--- config.mk ---
export PLATFORM = sky130hd
export DESIGN_NAME = mul_rr_scheduler
export DESIGN_NICKNAME = d
export VERILOG_FILES = /design/src/rtl/mul_rr_scheduler.sv
export SDC_FILE = /design/constraint.sdc
export NUM_CORES = 1
export LEC_CHECK = 0
export BUFFER_PORTS_ARGS = -buffer_cell sky130_fd_sc_hd__buf_4
export CAP_MARGIN = 20
export CELL_PAD_IN_SITES_DETAIL_PLACEMENT = 1
export CELL_PAD_IN_SITES_GLOBAL_PLACEMENT = 1
export CORE_AREA = 4 4 204 206
export CTS_CLUSTER_DIAMETER = 50
export CTS_CLUSTER_SIZE = 20
export DETAILED_ROUTE_END_ITERATION = 8
export DIE_AREA = 0 0 208 210
export PLACE_DENSITY_LB_ADDON = 0.1
export SYNTH_ARGS = -nofsm -noshare
export SYNTH_HDL_FRONTEND = slang
export SYNTH_SLANG_ARGS = --single-unit
--- constraint.sdc ---
create_clock -name clk -period 7 [get_ports clk]
set_input_delay 0.7 -clock clk [delete_from_list [all_inputs] [get_ports clk]]
set_output_delay 0.7 -clock clk [all_outputs]
set_load 0.02 [all_outputs]
--- src/rtl/mul_rr_scheduler.sv ---
// Round-robin front end sharing one pipelined multiplier among NUM_REQ requesters.
// Each requester may have one operation in flight; products return through held response slots.
module mul_rr_scheduler #(
   parameter int NUM_REQ        = 4,
   parameter int DATA_LEN       = 32,
   parameter int PIPELINE_STAGE = 2
) (
   input  logic                         clk,
   input  logic                         reset,
   input  logic [NUM_REQ-1:0]           req_valid,
   output logic [NUM_REQ-1:0]           req_ready,
   input  logic [NUM_REQ*DATA_LEN-1:0]  req_a,
   input  logic [NUM_REQ*DATA_LEN-1:0]  req_b,
   output logic [NUM_REQ-1:0]           rsp_valid,
   input  logic [NUM_REQ-1:0]           rsp_ready,
   output logic [NUM_REQ*DATA_LEN-1:0]  rsp_data,
   output logic [DATA_LEN-1:0]          mul_a,
   output logic [DATA_LEN-1:0]          mul_b,
   input  logic [DATA_LEN-1:0]          mul_result,
   output logic                         busy,
   output logic [31:0]                  done_count
);
   localparam int IDW  = $clog2(NUM_REQ);
   // Stage 0 sits alongside the mul_a/mul_b register; the remaining stages track the multiplier.
   localparam int TAGS = PIPELINE_STAGE + 1;

   logic [IDW-1:0]     rr_ptr;
   logic [NUM_REQ-1:0] pending;
   logic [NUM_REQ-1:0] elig;
   logic [NUM_REQ-1:0] rsp_fire;
   logic               grant_vld;
   logic [IDW-1:0]     grant_id;
   logic [IDW-1:0]     scan_sel;
   int                 scan_idx;
   logic [TAGS-1:0]    tag_vld_p;
   logic [IDW-1:0]     tag_id_p [TAGS];

   assign elig     = req_valid & ~pending;
   assign rsp_fire = rsp_valid & rsp_ready;
   assign busy     = |pending;

   always_comb begin
      grant_vld = 1'b0;
      grant_id  = '0;
      scan_idx  = 0;
      scan_sel  = '0;
      for (int k = 0; k < NUM_REQ; k++) begin
         scan_idx = int'(rr_ptr) + k;
         if (scan_idx >= NUM_REQ)
            scan_idx = scan_idx - NUM_REQ;
         scan_sel = IDW'(scan_idx);
         if (!grant_vld && elig[scan_sel]) begin
            grant_vld = 1'b1;
            grant_id  = scan_sel;
         end
      end
   end

   always_comb begin
      req_ready = '0;
      if (grant_vld)
         req_ready[grant_id] = 1'b1;
   end

   always_ff @(posedge clk) begin
      if (!reset) begin
         rr_ptr     <= '0;
         pending    <= '0;
         tag_vld_p  <= '0;
         rsp_valid  <= '0;
         rsp_data   <= '0;
         mul_a      <= '0;
         mul_b      <= '0;
         done_count <= '0;
         for (int s = 0; s < TAGS; s++)
            tag_id_p[s] <= '0;
      end else begin
         // issue stage: operands and owner tag enter together
         mul_a        <= grant_vld ? req_a[grant_id*DATA_LEN +: DATA_LEN] : '0;
         mul_b        <= grant_vld ? req_b[grant_id*DATA_LEN +: DATA_LEN] : '0;
         tag_vld_p[0] <= grant_vld;
         tag_id_p[0]  <= grant_id;
         for (int s = 1; s < TAGS; s++) begin
            tag_vld_p[s] <= tag_vld_p[s-1];
            tag_id_p[s]  <= tag_id_p[s-1];
         end
         if (grant_vld)
            rr_ptr <= (grant_id == IDW'(NUM_REQ-1)) ? '0 : grant_id + 1'b1;

         pending    <= (pending & ~rsp_fire) | req_ready;
         done_count <= done_count + 32'($countones(rsp_fire));

         // capture stage: the pending limit keeps the target slot empty here
         for (int i = 0; i < NUM_REQ; i++) begin
            if (rsp_fire[i])
               rsp_valid[i] <= 1'b0;
            if (tag_vld_p[TAGS-1] && tag_id_p[TAGS-1] == IDW'(i)) begin
               rsp_valid[i]                         <= 1'b1;
               rsp_data[i*DATA_LEN +: DATA_LEN]     <= mul_result;
            end
         end
      end
   end
endmodule
==> results of run 1 <==
synthesized netlist by cell type (10+ instances only):
library cell | n | area (um2)
nand2_1 | 272 | 1020
dfxtp_1 | 243 | 4860
mux2i_1 | 128 | 1280
a21boi_0 | 100 | 751
o22ai_1 | 64 | 400
clkbuf_1 | 51 | 191
and2_1 | 39 | 244
a21boi_1 | 36 | 270
buf_2 | 18 | 90.1
xnor2_1 | 13 | 114
xor2_1 | 13 | 114
nor2b_1 | 12 | 75.1
buf_6 | 10 | 113
power breakdown:
| group | total [uW] | switching, uW | internal, uW | leakage (uW) |
|---|---|---|---|---|
| Combinational | 1510 | 849 | 663 | 0.00440 |
| Clock | 1830 | 715 | 1110 | 0.000597 |
| Sequential | 1670 | 98.7 | 1570 | 0.00198 |
| Total | 5010 | 1660 | 3340 | 0.00697 |
cell families (layout without fill, tap and decap cells):
group	count (synthesis)	in the layout	synth area share
xor gates and xnor gates	26	26	0.0222
other	0	5	0
buffers and inverters	87	613	0.0413
muxes	128	128	0.125
adders and majority gates	8	8	0.0119
DFF	243	243	0.474
and+or+nand+nor	388	388	0.175
AOI/OAI and AO/OA	219	219	0.151
worst register-to-register path: stages (launching register included):
cell      delay [ns]
dfxtp_1         0.35
nand2_1         0.16
fa_1            0.50
fa_1            0.45
inv_1           0.10
fa_1            0.27
nand3_1         0.29
or4_1           0.59
a21boi_1        0.15
layout make-up:
cell class | count | area [um2]
Multi-Input combinational cell | 769 | 4990
Clock inverter | 19 | 178
Sequential cell | 243 | 4860
Antenna cell | 5 | 12.5
Timing Repair Buffer | 539 | 4060
Clock buffer | 47 | 1050
Tap cell | 525 | 657
Inverter | 8 | 30.0
Fill cell | 4640 | 23800
worst min path at each step:
stage,slack (ns),from,to,depth (start not counted)
final,0.43,tag_id_p[0][3],tag_id_p[0][5],1
after detailed placement,0.42,tag_id_p[0][0],tag_id_p[0][2],1
after floorplan,0.41,tag_id_p[0][0],tag_id_p[0][2],1
after CTS,0.42,mul_result[20],rsp_data[20],3
after global routing,0.43,mul_result[17],rsp_data[17],3
after global placement,0.41,tag_id_p[0][3],tag_id_p[0][5],1
layer usage:
| metal | up-vias | part of all wire | global-route usage |
|---|---|---|---|
| li1 | 4768 | - | - |
| met2 | 319 | 0.50 | 0.358 |
| met4 | 0 | 0.026 | 0.0632 |
| met1 | 4724 | 0.39 | 0.232 |
| met5 | - | 0 | 0 |
| met3 | 61 | 0.078 | 0.0701 |
flip-flops by register name, indices dropped and copies added (netlist names):
register and cells:
mul_b 32, rsp_valid 4, rr_ptr 2, tag_id_p 6, rsp_data 128, tag_vld_p 3
done_count 32, mul_a 32, pending 4
per-stage QoR:
| step | power, uW | setup slack, ns | hold slack [ns] | instance area, um2 | cells |
|---|---|---|---|---|---|
| 2_1_floorplan | 2560 | 4.12 | 0.412 | 10300 | 1099 |
| 3_3_place_gp | 3210 | 3.65 | 0.414 | 14600 | 2084 |
| 3_5_place_dp | 3220 | 3.57 | 0.422 | 14600 | 2084 |
| 4_1_cts | 5090 | 3.42 | 0.420 | 15800 | 2150 |
| 5_1_grt | 5250 | 3.25 | 0.435 | 15800 | 2155 |
| 6_report | 5010 | 3.41 | 0.432 | 15800 | 2155 |
==> summary.md, run 1 <==
| Metric | Value |
|---|---|
| Status | `completed` |
| Most frequent cells in the layout | `538 x buf_4, 271 x nand2_1, 243 x dfxtp_1, 128 x mux2i_1, 100 x a21boi_0` |
| Share of cells above drive strength 1 | `0.380` |
| Crit path to | `req_ready[1]` |
| Initial antenna violation count | `6` |
| DRT iter0 DRCs | `432` |
| Nets | `~1900` |
| CP max stage delay | `about 0.60 ns` |
| Achievable Freq | `roughly 280 MHz` |
| Critical path class | `flip-flop to primary output` |
| Tcrit/Tclk final | `0.512` |
| Setup crit start | `pending[3]` |
| Worst Setup End Kind | `primary output` |
| Post-Syn Nets | `between 1000 and 1500` |
| Distinct cells, synth | `51` |
| Die Wd | `208 um` |
| Global placement routability congestion | `approximately 0.88` |
| First-pass iteration count of the detailed router | `4` |
| Clock buffer depth | `3` |
| Post-DR vias/cell | `about 4.6` |
| Initial Utilization | `0.259` |
| FF-to-FF Start | `rsp_valid[2]` |
| Core ar. | `39600 um2` |
| Final WL | `roughly 47 mm` |
| Synth-to-Final Area Change | `54.3%` |
| Worst-path clk slew | `approximately 0.06 ns` |
| CP delay by family, top | `buffers and inverters` |
| Netlist area before placement | `10300 um2` |
| GRT Overall Usage | `0.203` |
| Ys flop type | `dfxtp_1` |
| Via count | `9872` |
| #FFs+latches synth | `~240` |
| Commonest non-fill, non-tap cell in the layout | `buf_4` |
| CP Cell Sequence | `nand2b_4, a21o_1, a22oi_2, buf_12, inv_1, ha_1, and2_1, buf_4` |
| Class of the worst hold path | `flip-flop to flip-flop` |
| Yosys warnings | `0` |
| Clk_lat worst skew | `just over 0.5 ns` |
| Arr. time, crit path | `2.89 ns` |
| Clock sinks | `between 200 and 250` |
| Reg2reg setup slack | `a little over 4 ns` |
| Final routed DRC violation total | `0` |
| Root Buffer | `clkbuf_16` |
| Final Hold Fails | `0` |
| Grt ovf | `0` |
| Vias in the first global route | `10300` |
| Crit path max fanout | `around 130` |
| Htree depth | `2` |
| Post-DP HPWL | `35.8 mm` |
| Setup TNS | `0 ns` |
| Total setup buffers inserted after CTS | `0` |
| Crit path max-delay cell type | `buf_12` |
| Crit path launch type | `flip-flop` |
| Final ANT Viol Nets | `0` |
| Wire per inst | `roughly 22 um` |
| Largest net degree at the start of global routing | `133` |
| CTS buffer count | `37` |
| Die Span Y | `approximately 210 um` |
| Resized cells post-CTS | `0` |
| CTS tree | `done` |
| Avg Inst Size Synth | `9.34 um2` |
| Hold buffers post-CTS | `0` |
| Final core utilization | `0.400` |
| Worst reg2reg path depth | `8` |
| Site Rows | `73` |
| First-pass GRT wire length | `between 60 and 70 mm` |
| Number of max-cap violations | `0` |
| RSZ-0062 raised after global routing | `no` |
| Endpoints failing setup | `0` |
| VDD IR max | `roughly 0.00027 V` |
| Clock Skews | `between 0.01 and 0.015 ns` |
| Die Footprint | `between 40000 and 50000 um2` |
| PortBufs | `530` |
| Critical path depth | `8` |
| # IOs | `around 530` |
| P_leak | `~0.0070 uW` |
| Power density over the cells | `around 320 nW/um2` |
| Max-slew violation count | `0` |
| Syn Inst Count | `between 1000 and 1500` |
| Post-synthesis sequential area ratio | `0.474` |
| CP bufs+invs | `3` |
| Req. time, crit path | `approximately 6.3 ns` |
| Relative slew slack | `0.307` |
| Worst r2r dst | `done_count[12]` |
| Ys async rst share | `0` |
| Tmin final | `roughly 3.6 ns` |
| EDFF count, synth | `0` |
| Actual slew at the worst max-slew pin | `roughly 1.0 ns` |
No activity file was read; power rests on OpenSTA's default activity.
==> run 2, diff against run 1 <==
- clock period: 7 -> 3.3 ns (I/O delays scaled with it)
==> summary.md, run 2 (synthesis results as in run 1) <==
| Metric | Value |
|---|---|
| Status | `completed` |
| Power density over the cells | `658 nW/um2` |
| Final Hold Fails | `0` |
| Global placement routability congestion | `approximately 0.85` |
| Final WL | `around 46 mm` |
| Relative slew slack | `0.387` |
| Die Span Y | `between 200 and 250 um` |
| Worst-path clk slew | `0.07 ns` |
| Commonest non-fill, non-tap cell in the layout | `buf_4` |
| Final Worst Setup Slack | `0.518 ns` |
| Endpoints failing setup | `0` |
| CTS buffer count | `34` |
| Crit path launch type | `flip-flop` |
| Clk pwr share | `0.351` |
| Site Rows | `73` |
| Total setup buffers inserted after CTS | `0` |
| FF-to-FF Start | `rsp_valid[0]` |
| Critical path class | `flip-flop to flip-flop` |
| CTS tree | `done` |
| GRT Overall Usage | `0.202` |
| Clock sinks | `243` |
| Nets | `about 1900` |
| Initial antenna violation count | `10` |
| Hold buffers post-CTS | `0` |
| Multi-input logic area | `4990 um2` |
| Clock Skews | `0.0353 ns` |
| Via count | `9864` |
| Initial Utilization | `0.259` |
| WL met3 | `approximately 3.8 mm` |
| PortBufs | `530` |
| Met2 WL | `around 23 mm` |
| First-pass GRT wire length | `about 68 mm` |
| Final core utilization | `0.399` |
| Setup crit start | `rsp_valid[0]` |
| Clock buffer depth | `3` |
| Req. time, crit path | `approximately 3.8 ns` |
| P_leak | `~0.0070 uW` |
| Die Wd | `208 um` |
| Vias in the first global route | `approximately 10000` |
| Crit path max fanout | `6` |
| Tcrit/Tclk final | `0.843` |
| Synth-to-Final Area Change | `54.2%` |
| Post-DR vias/cell | `4.58` |
| Htree depth | `2` |
| Max FFs per register | `~130` |
| Part of the power in registers | `0.337` |
| Grt ovf | `0` |
| Resized cells post-CTS | `0` |
| Worst Setup End Kind | `flip-flop` |
| Actual slew at the worst max-slew pin | `between 0.9 and 1 ns` |
| Arr. time, crit path | `about 3.2 ns` |
| Wl on met1 | `18.6 mm` |
| Largest net degree at the start of global routing | `178` |
| Pint | `6970 uW` |
| Clk_lat worst skew | `0.53 ns` |
| Root Buffer | `clkbuf_16` |
| Post-layout total power | `approximately 10000 uW` |
| Power share of the combinational group | `0.312` |
| Post-DP HPWL | `35.5 mm` |
| Switching share of power | `0.331` |
| Class of the worst hold path | `primary input to flip-flop` |
| Number of max-cap violations | `0` |
| Setup TNS | `0 ns` |
| Tmin final | `roughly 2.8 ns` |
| First-pass iteration count of the detailed router | `4` |
| Most flop-heavy register | `rsp_data` |
| Die Footprint | `approximately 44000 um2` |
| Achievable Freq | `between 300 and 400 MHz` |
| Core ar. | `between 30000 and 40000 um2` |
| Register Area | `roughly 5000 um2` |
| Dpl ws | `roughly 0.38 ns` |
| # IOs | `about 530` |
| Highest routed layer | `met5` |
| Share of cells above drive strength 1 | `0.379` |
| VDD IR max | `0.000404 V` |
| Sw Pwr | `3450 uW` |
| FILL cells | `about 4600` |
| Max-slew violation count | `0` |
| Hold_sp | `mul_result[11]` |
| Most frequent cells in the layout | `541 x buf_4, 271 x nand2_1, 243 x dfxtp_1, 128 x mux2i_1, 100 x a21boi_0` |
| RSZ-0062 raised after global routing | `no` |
| Wire per inst | `21.5 um` |
| Final ANT Viol Nets | `0` |
| DRT iter0 DRCs | `approximately 380` |
| Final routed DRC violation total | `0` |
[run 2: layout make-up]
class	instances	share of cell area
Antenna cell	5	0.000790
Clock inverter	17	0.0127
Timing Repair Buffer	546	0.263
Inverter	8	0.00190
Clock buffer	41	0.0574
Multi-Input combinational cell	769	0.315
Sequential cell	243	0.307
Tap cell	525	0.0415
[run 2: per-stage QoR]
step                      instances  hold WS, ns  instance area, um2
after floorplan                1099        0.412               10300
after global placement         2091        0.417               14700
after detailed placement       2091        0.424               14700
after CTS                      2149       0.0241               15800
after global routing           2151       0.0534               15800
final                          2154       0.0650               15800
[run 2: path summary, 6_finish.rpt]
| kind | endpoint | slack [ns] | depth (start not counted) |
|---|---|---|---|
| setup / recovery | done_count[12] | 0.52 | 8 |
| hold / removal | rsp_data[11] | 0.06 | 3 |
| setup reg to reg | done_count[12] | 0.52 | 8 |
| hold reg to reg | tag_vld_p[1] | 0.41 | 1 |
[run 2: critical path, stage by stage, from the launching register on]
cell and delay [ns]:
dfxtp_1 0.34, nand2_1 0.11, fa_1 0.50, fa_1 0.47, inv_1 0.08, fa_1 0.24, nand3_1 0.26, or4_1 0.56
a21boi_1 0.14
[run 2: routing by layer]
layer | global-route usage | vias up
met4 | 0.0695 | 4
met5 | 0 | -
li1 | - | 4777
met2 | 0.337 | 326
met3 | 0.0729 | 66
met1 | 0.242 | 4691
[run 2: power by group through the flow]
| stage | Clock, uW | Sequential [uW] | Combinational, uW |
|---|---|---|---|
| floorplan | 0 | 3930 | 1510 |
| global placement | 0 | 3560 | 3280 |
| detailed placement | 0 | 3560 | 3290 |
| CTS | 3790 | 3510 | 3290 |
| global route | 3910 | 3540 | 3490 |
| finish | 3660 | 3510 | 3250 |
==> run 3, diff against run 2 <==
- clock period: 3.3 -> 2.7 ns (I/O delays scaled with it)
==> summary.md, run 3 (synthesis results as in run 1) <==
| Metric | Value |
|---|---|
| Initial antenna violation count | `10` |
| Class of the worst hold path | `primary input to flip-flop` |
| # IOs | `roughly 530` |
| Final instance area | `16400 um2` |
| Final routed DRC violation total | `0` |
| Max FFs per register | `128` |
| Power density over the cells | `~830 nW/um2` |
| Post-DP HPWL | `between 30 and 40 mm` |
| Actual slew at the worst max-slew pin | `between 0.9 and 1 ns` |
| Most flop-heavy register | `rsp_data` |
| Switching share of power | `0.324` |
| Via count | `between 10000 and 15000` |
| Wire per inst | `~21 um` |
| Die Span Y | `between 200 and 250 um` |
| Register Area | `about 5000 um2` |
| DRT iter0 DRCs | `370` |
| Placed instance area | `~15000 um2` |
| Clock buffer depth | `3` |
| CTS tree | `done` |
| Htree depth | `2` |
| Die Footprint | `43700 um2` |
| Final WL | `roughly 47 mm` |
| Tcrit/Tclk final | `0.951` |
| Pint | `9160 uW` |
| CTS buffer count | `37` |
| Global placement routability congestion | `roughly 0.86` |
| First-pass iteration count of the detailed router | `4` |
| Crit path launch type | `flip-flop` |
| PortBufs | `530` |
| Vias in the first global route | `approximately 10000` |
| Status | `completed` |
| Worst Setup End Kind | `flip-flop` |
| Final ANT Viol Nets | `0` |
| Hold slack | `roughly 0.028 ns` |
| Endpoints failing setup | `0` |
| Critical path class | `flip-flop to flip-flop` |
| First-pass GRT wire length | `between 60 and 70 mm` |
| Final core utilization | `0.413` |
| Achievable Freq | `~390 MHz` |
| Req. time, crit path | `between 3 and 4 ns` |
| Tmin final | `2.57 ns` |
| Final Hold Fails | `0` |
| Final Worst Setup Slack | `roughly 0.13 ns` |
| Die Wd | `~210 um` |
| Arr. time, crit path | `between 3 and 4 ns` |
| Commonest non-fill, non-tap cell in the layout | `buf_4` |
| Clk pwr share | `0.375` |
| Part of the power in registers | `0.314` |
| Crit path max fanout | `5` |
| Power share of the combinational group | `0.311` |
| RSZ-0062 raised after global routing | `no` |
| Root Buffer | `clkbuf_16` |
| Initial Utilization | `0.259` |
| Number of max-cap violations | `0` |
| Grt ovf | `0` |
| Core ar. | `39600 um2` |
| FILL cells | `approximately 4600` |
| Worst-path clk slew | `around 0.060 ns` |
| Largest net degree at the start of global routing | `178` |
| Post-DR vias/cell | `about 4.6` |
| Clock sinks | `243` |
| Dpl ws | `-0.0680 ns` |
| GRT Overall Usage | `0.202` |
| Site Rows | `between 70 and 80` |
| Clk_lat worst skew | `0.53 ns` |
| Relative slew slack | `0.349` |
| Most frequent cells in the layout | `559 x buf_4, 271 x nand2_1, 243 x dfxtp_1, 128 x mux2i_1, 100 x a21boi_0` |
| Max-slew violation count | `0` |
| VDD IR max | `between 0.0004 and 0.0005 V` |
| Sw Pwr | `about 4400 uW` |
| Nets | `between 1500 and 2000` |
| Multi-input logic area | `around 5000 um2` |
| P_leak | `approximately 0.0072 uW` |
| Clock Skews | `between 0.02 and 0.03 ns` |
| Share of cells above drive strength 1 | `0.391` |
| Synth-to-Final Area Change | `59.5%` |
==> run 3: worst paths after layout <==
kind | depth (start not counted) | start | slack (ns) | end
max | 8 | rsp_valid[0] | 0.13 | done_count[31]
min | 3 | mul_result[24] | 0.03 | rsp_data[24]
max reg2reg | 8 | rsp_valid[0] | 0.13 | done_count[31]
min reg2reg | 1 | tag_vld_p[1] | 0.43 | tag_vld_p[2]
==> run 3: worst max-delay path: stages (launching register included) <==
cell	delay, ns
dfxtp_1	0.33
nand2_1	0.10
fa_1	0.53
fa_2	0.41
nor2b_1	0.20
o211a_1	0.31
nand3_4	0.11
or3_1	0.37
a21boi_1	0.15
==> run 3: power by group through the flow <==
stage	clock network (uW)	logic, uW	registers (uW)
after CTS	5240	4260	4260
after floorplan	0	1850	4800
after global routing	5390	4500	4300
after global placement	0	4230	4320
after detailed placement	0	4220	4320
final	5080	4210	4260
==> run 3: area by class of cell <==
cell class                 instances  share of cell area
timing repair buffer             583               0.275
antenna                            2            0.000306
inverter                           8             0.00183
sequential                       243               0.297
clock buffer                      41              0.0594
tap                              525              0.0401
clock inverter                    26              0.0204
multi-input combinational        769               0.306
==> run 3: routing by layer <==
metal / up-vias / GRT usage / part of all wire
li1: 4848 / - / -
met1: 4820 / 0.247 / 0.41
met2: 363 / 0.341 / 0.48
met3: 81 / 0.0676 / 0.081
met4: 2 / 0.0621 / 0.032
met5: - / 0 / 0.00028
==> run 3: stage by stage <==
step                      power [uW]  TNS, ns  cells
after floorplan                 6650        0   1099
final                          13600        0   2197
after CTS                      13800        0   2194
after detailed placement        8550   -0.240   2109
after global placement          8550  -0.0503   2109
after global routing           14200        0   2196
==> run 3: repair_timing <==
item	CTS	global route
resized for setup	0	6
endpoints found under the hold margin	19	0
setup buffers	0	1
endpoints found under the setup margin	0	14
hold buffers	18	0
